### src/rtl/tridiag_pkg.sv
// Shared definitions for the tridiagonal determinant host.
// Holds the host state encoding, the word-count helper, and the section
// bases that give each diagonal its place in the load order: b first, then a, then c.
package tridiag_pkg;

    typedef enum logic [2:0] {
        LOAD,
        START,
        WAIT,
        ACK,
        OUT
    } hostState_t;

    localparam int DEFAULT_N = 16;
    localparam int NUM_WORDS = 3 * DEFAULT_N - 2;
    localparam int B_BASE    = 0;
    localparam int A_BASE    = DEFAULT_N;
    localparam int C_BASE    = 2 * DEFAULT_N - 1;

    function automatic int numWords(input int n);
        return 3 * n - 2;
    endfunction

    function automatic int aBase(input int n);
        return n;
    endfunction

    function automatic int cBase(input int n);
        return 2 * n - 1;
    endfunction

endpackage

### src/rtl/tridiag_coef_buf.sv
// Coefficient buffer for the tridiagonal determinant host.
// Decodes the running word index into b, a or c, and stores each accepted
// word bit-exact at its slot in the flat output vectors.
module tridiag_coef_buf
    import tridiag_pkg::*;
#(
    parameter int N     = 16,
    parameter int WIDTH = 16,
    parameter int CNT_W = 6
) (
    input  logic                     clk_i,
    input  logic                     rstN_i,
    input  logic                     wrEn_i,
    input  logic [CNT_W-1:0]         wrIdx_i,
    input  logic [WIDTH-1:0]         wrData_i,
    output logic [WIDTH*(N-1)-1:0]   aFlat_o,
    output logic [WIDTH*N-1:0]       bFlat_o,
    output logic [WIDTH*(N-1)-1:0]   cFlat_o
);

    localparam int A_BASE_N = aBase(N);
    localparam int C_BASE_N = cBase(N);

    logic [WIDTH*(N-1)-1:0] aFlat_q, aFlat_d;
    logic [WIDTH*N-1:0]     bFlat_q, bFlat_d;
    logic [WIDTH*(N-1)-1:0] cFlat_q, cFlat_d;

    // Route the incoming word to the single slot its index selects; everything else holds.
    always_comb begin
        aFlat_d = aFlat_q;
        bFlat_d = bFlat_q;
        cFlat_d = cFlat_q;
        if (wrEn_i) begin
            for (int k = 0; k < N; k++) begin
                if (wrIdx_i == CNT_W'(B_BASE + k)) begin
                    bFlat_d[k*WIDTH +: WIDTH] = wrData_i;
                end
            end
            for (int k = 0; k < N - 1; k++) begin
                if (wrIdx_i == CNT_W'(A_BASE_N + k)) begin
                    aFlat_d[k*WIDTH +: WIDTH] = wrData_i;
                end
                if (wrIdx_i == CNT_W'(C_BASE_N + k)) begin
                    cFlat_d[k*WIDTH +: WIDTH] = wrData_i;
                end
            end
        end
    end

    // Coefficient storage, cleared by reset so a partial load never leaks into the next job.
    always_ff @(posedge clk_i) begin
        if (!rstN_i) begin
            aFlat_q <= '0;
            bFlat_q <= '0;
            cFlat_q <= '0;
        end else begin
            aFlat_q <= aFlat_d;
            bFlat_q <= bFlat_d;
            cFlat_q <= cFlat_d;
        end
    end

    assign aFlat_o = aFlat_q;
    assign bFlat_o = bFlat_q;
    assign cFlat_o = cFlat_q;

endmodule

### src/rtl/tridiag_det_host.sv
// Host wrapper for a tridiagonal determinant engine.
// It streams in 3N-2 coefficient words, pulses start, waits for done, and acknowledges.
// It then presents the captured determinant until the consumer takes it.
// Optional feature: define TRIDIAG_HOST_CYCLE_CNT_EN to add the saturating
// out_cycles latency counter.
module tridiag_det_host
    import tridiag_pkg::*;
#(
    parameter int N     = 16,
    parameter int WIDTH = 16
) (
    input  logic                     clk,
    input  logic                     rst,
    input  logic                     in_valid,
    output logic                     in_ready,
    input  logic [WIDTH-1:0]         in_data,
    output logic                     start,
    output logic                     ack,
    output logic [WIDTH*(N-1)-1:0]   a_flat,
    output logic [WIDTH*N-1:0]       b_flat,
    output logic [WIDTH*(N-1)-1:0]   c_flat,
    input  logic                     done,
    input  logic [2*WIDTH-1:0]       det,
    output logic                     out_valid,
    input  logic                     out_ready,
    output logic [2*WIDTH-1:0]       out_det
`ifdef TRIDIAG_HOST_CYCLE_CNT_EN
    ,
    output logic [15:0]              out_cycles
`endif
);

    localparam int WORDS = numWords(N);
    localparam int CNT_W = $clog2(WORDS);
    localparam logic [CNT_W-1:0] LAST_IDX = CNT_W'(WORDS - 1);

    hostState_t         state_q, state_d;
    logic [CNT_W-1:0]   wordCnt_q, wordCnt_d;
    logic [2*WIDTH-1:0] outDet_q, outDet_d;
    logic               beat;

    assign beat = in_valid && in_ready;

    // Next-state and handshake outputs; start is held off while the engine still shows done.
    always_comb begin
        state_d   = state_q;
        wordCnt_d = wordCnt_q;
        outDet_d  = outDet_q;
        in_ready  = 1'b0;
        start     = 1'b0;
        ack       = 1'b0;
        out_valid = 1'b0;
        case (state_q)
            LOAD: begin
                in_ready = rst;
                if (in_valid && rst) begin
                    if (wordCnt_q == LAST_IDX) begin
                        wordCnt_d = '0;
                        state_d   = START;
                    end else begin
                        wordCnt_d = wordCnt_q + 1'b1;
                    end
                end
            end
            START: begin
                start = !done;
                if (!done) begin
                    state_d = WAIT;
                end
            end
            WAIT: begin
                if (done) begin
                    outDet_d = det;
                    state_d  = ACK;
                end
            end
            ACK: begin
                ack = 1'b1;
                if (!done) begin
                    state_d = OUT;
                end
            end
            OUT: begin
                out_valid = 1'b1;
                if (out_ready) begin
                    state_d = LOAD;
                end
            end
            default: state_d = LOAD;
        endcase
    end

    // State, word counter and captured result; reset drops any partial load or pending result.
    always_ff @(posedge clk) begin
        if (!rst) begin
            state_q   <= LOAD;
            wordCnt_q <= '0;
            outDet_q  <= '0;
        end else begin
            state_q   <= state_d;
            wordCnt_q <= wordCnt_d;
            outDet_q  <= outDet_d;
        end
    end

    assign out_det = outDet_q;

    tridiag_coef_buf #(
        .N     (N),
        .WIDTH (WIDTH),
        .CNT_W (CNT_W)
    ) u_coefBuf (
        .clk_i    (clk),
        .rstN_i   (rst),
        .wrEn_i   (beat),
        .wrIdx_i  (wordCnt_q),
        .wrData_i (in_data),
        .aFlat_o  (a_flat),
        .bFlat_o  (b_flat),
        .cFlat_o  (c_flat)
    );

`ifdef TRIDIAG_HOST_CYCLE_CNT_EN
    logic [15:0] cycles_q, cycles_d;

    // Latency counter: restarts on entry to START, then counts START and engine-busy WAIT cycles.
    always_comb begin
        cycles_d = cycles_q;
        if (state_d == START && state_q != START) begin
            cycles_d = '0;
        end else if ((state_q == START || (state_q == WAIT && !done)) && cycles_q != 16'hFFFF) begin
            cycles_d = cycles_q + 16'd1;
        end
    end

    // Counter register.
    always_ff @(posedge clk) begin
        if (!rst) begin
            cycles_q <= '0;
        end else begin
            cycles_q <= cycles_d;
        end
    end

    assign out_cycles = cycles_q;
`endif

endmodule

### config.mk
export PLATFORM = sky130hd
export DESIGN_NAME = tridiag_det_host
export DESIGN_NICKNAME = d
export VERILOG_FILES = /design/src/rtl/tridiag_pkg.sv /design/src/rtl/tridiag_coef_buf.sv /design/src/rtl/tridiag_det_host.sv
export SDC_FILE = /design/constraint.sdc
export NUM_CORES = 2
export LEC_CHECK = 0
export CORE_AREA = 2 2 325 327
export CTS_CLUSTER_SIZE = 14
export DETAILED_ROUTE_END_ITERATION = 7
export DIE_AREA = 0 0 327 329
export HOLD_SLACK_MARGIN = 0.03
export SLEW_MARGIN = 20
export SYNTH_ARGS = -nofsm -noshare
export SYNTH_HDL_FRONTEND = slang
export SYNTH_SLANG_ARGS = --single-unit
### constraint.sdc
create_clock -name clk -period 5.36 [get_ports clk]
set_input_delay 1.072 -clock clk [delete_from_list [all_inputs] [get_ports clk]]
set_output_delay 1.072 -clock clk [all_outputs]
set_load 0.01 [all_outputs]
==> impl_metrics.py <==
metrics = {
    "detailed_routing": {
        "drc_errors": 0,
        "wl_per_cell_um": 22.0,
        "via_per_inst": 4.44,
        "wirelength_um": 108000,
        "postRouteAntennaNets": 0,
        "drt_iter0_drc": 1141,
        "num_vias": 21681,
        "first_pass_iters": 4,
    },
    "critical_path": {
        "crit_type": "in2out",
        "crit_arrival_ns": 2.59,
        "worst_r2r_endpoint": "u_coefBuf.bFlat_o[177]",
        "worst-path-max-fanout": 80,
        "critPathLaunchType": "primary input",
        "cp.required_ns": 4.29,
        "end_kind": "output port",
        "cp-endpoint": "in_ready",
        "rr_worst_depth": 5,
        "crit_start": "rst",
        "r2r_start": "wordCnt_q[0]",
        "r2r_slack_ns": 2.54,
    },
    "yosys": {
        "synth.most_common_cell": "nand2_1",
        "async_reset_ff_share_pct": 0,
        "yosysTopAreaCell": "dfxtp_1",
        "synthFlopType": "dfxtp_1",
        "synthTopCellsByArea": "dfxtp_1 (55%), mux2i_1 (26%), nand2_1 (11%)",
        "synth_cells": 2720,
        "syn-num-nets": 2777,
        "netlist_area_um2": 28500,
        "ys_warn_count": 0,
        "synth_top_area_share_pct": 54.6,
        "avgSynthCellArea_um2": 10.5,
        "yosysUniqueCellTypes": 49,
        "synth_edf_count": 0,
        "ys_seq_elements": 777,
        "ys_seq_area_share_pct": 54.6,
        "netlist_top_cells_count": "nand2_1 (826), dfxtp_1 (777), mux2i_1 (736)",
    },
    "global_routing": {
        "grt_pass1_wl_um": 152000,
        "grt_max_degree": 215,
        "grt_pass1_vias": 21203,
        "antenna_found_initial": 3,
        "grt_usage_pct": 19.1,
        "grt_overflow": 0,
    },
    "layout": {
        "area_growth_pct": 43.0,
        "multiInputGateArea_um2": 12000,
        "fill_cells": 10250,
        "stdcell_count": 4888,
        "drive_gt1_share_pct": 6.92,
        "nNetsFinal": 3489,
        "seqCellArea_um2": 15600,
    },
    "sta": {
        "clock_skew_ns": 0.0284,
        "period_needed_ns": 3.66,
        "finalCritPeriodShare_pct": 68.2,
        "finalHoldViolCount": 0,
        "setup_viol": 0,
        "rsz0062_at_grt": "no",
        "final.setup.tns_ns": 0,
        "drv_slew": 0,
        "worstMarginPinSlew_ns": 1.13,
        "slew_headroom_pct": 24.5,
        "fmax_ghz": 0.273,
    },
    "worst_hold_path": {
        "min_path_type": "reg2reg",
    },
    "clocking": {
        "cts_root_buf": "clkbuf_16",
        "ctsResizeCount": 0,
        "cts_buffers": 90,
        "cts_hold_buf": 0,
        "cts_tree": "done",
        "clk_pin_slew_worst_paths_ns": 0.06,
        "post_cts_buffers": 0,
        "cts.htree.levels": 3,
        "cts.sinks": 777,
        "clock_latency_ns": 0.67,
        "clockBufferDepth": 3,
    },
    "placement": {
        "gp_congestion": 0.776,
        "placed_cells": 4731,
        "numPortBuffers": 824,
        "dp_hpwl_um": 66400,
    },
    "pwr": {
        "finalPower_w": 0.0123,
        "ir_worst_vdd_uv": 244,
        "p_per_area_nw_per_um2": 303,
        "leakagePower_nw": 18.0,
    },
    "floorplan": {
        "initial_core_util_pct": 27.3,
        "die_h_um": 329,
        "fp-row-count": 119,
        "die_w_um": 327,
        "die-area_um2": 108000,
        "io_pins": 825,
        "core_area_um2": 104000,
    },
    "job": {
        "maxCapViolations": 0,
    },
    "outcome": {
        "status": "finished clean",
    },
}
-- flip-flops by register name (all words and copies together), names as in the netlist --
| name | flops |
|---|---|
| u_coefBuf.bFlat_o | 256 |
| wordCnt_q | 6 |
| out_det | 32 |
| u_coefBuf.aFlat_o | 240 |
| state_q | 3 |
| u_coefBuf.cFlat_o | 240 |
-- cell families after synthesis --
family | share of synthesized area (%)
buffers and inverters | 3.76
flip-flops | 54.6
AO/OA/AOI/OAI | 1.21
multiplexers | 25.9
XOR/XNOR | 0.0307
adder cells (fa/ha/maj) | 0.176
AND/OR/NAND/NOR | 14.4
-- metal layers --
layer / GRT usage (%) / routed length [um] / part of all wire, % / vias up
met4: 6.92 / 3300 / 3.1 / 0
li1: - / - / - / 10421
met2: 32.0 / 51300 / 48 / 604
met5: 0 / 0 / 0 / -
met1: 23.8 / 46500 / 43 / 10492
met3: 4.87 / 6570 / 6.1 / 164
-- cell usage in the layout, fill, tap and decap left out, drive strengths merged, types with 7 or more instances in the layout --
cell type,n
clkinv,15
nand4,17
nand2,826
nor2b,7
dfxtp,777
clkdlybuf4s50,823
nand3,26
a21boi,32
inv,11
buf,31
clkbuf,129
mux2i,736
nor3,8
-- metrics by stage --
stage	cell area (um2)	hold slack (ns)	worst slack (ns)	util (%)
finish	40700	0.453	1.70	39.0
global route	40700	0.465	1.52	39.0
CTS	40700	0.457	1.63	39.0
detailed placement	37900	0.445	1.60	36.3
global placement	37900	0.441	1.64	36.3
floorplan	28500	0.479	2.15	-
-- where the power goes --
part           switching, W  internal (W)
Sequential        0.0000101       0.00579
Clock               0.00260       0.00345
Combinational      0.000370      0.000118
Total               0.00298       0.00936
-- worst min path at each step --
stage,startpoint,to,slack [ns],cells past startpoint
2_1_floorplan,u_coefBuf.aFlat_o[192],u_coefBuf.aFlat_o[192],0.48,2
3_3_place_gp,u_coefBuf.cFlat_o[1],u_coefBuf.cFlat_o[1],0.44,2
3_5_place_dp,u_coefBuf.aFlat_o[197],u_coefBuf.aFlat_o[197],0.45,2
4_1_cts,u_coefBuf.cFlat_o[3],u_coefBuf.cFlat_o[3],0.46,2
5_1_grt,u_coefBuf.aFlat_o[232],u_coefBuf.aFlat_o[232],0.47,2
6_report,u_coefBuf.bFlat_o[249],u_coefBuf.bFlat_o[249],0.45,2
-- worst max-delay path, stage by stage --
cell             delay (ns)
buf_8                  0.43
nand2b_1               0.21
nor3_1                 0.19
clkdlybuf4s50_1        0.62
-- layout make-up --
cell class	instances	share of cell area [%]
diodes	1	0.00614
clock buffers	129	6.40
clock inverters	27	0.669
inverters	3	0.0276
multi-input cells	1706	29.5
flip-flops and latches	777	38.2
well taps	1391	4.27
repair buffers	854	20.9
Power figures use the tool's default switching activity.
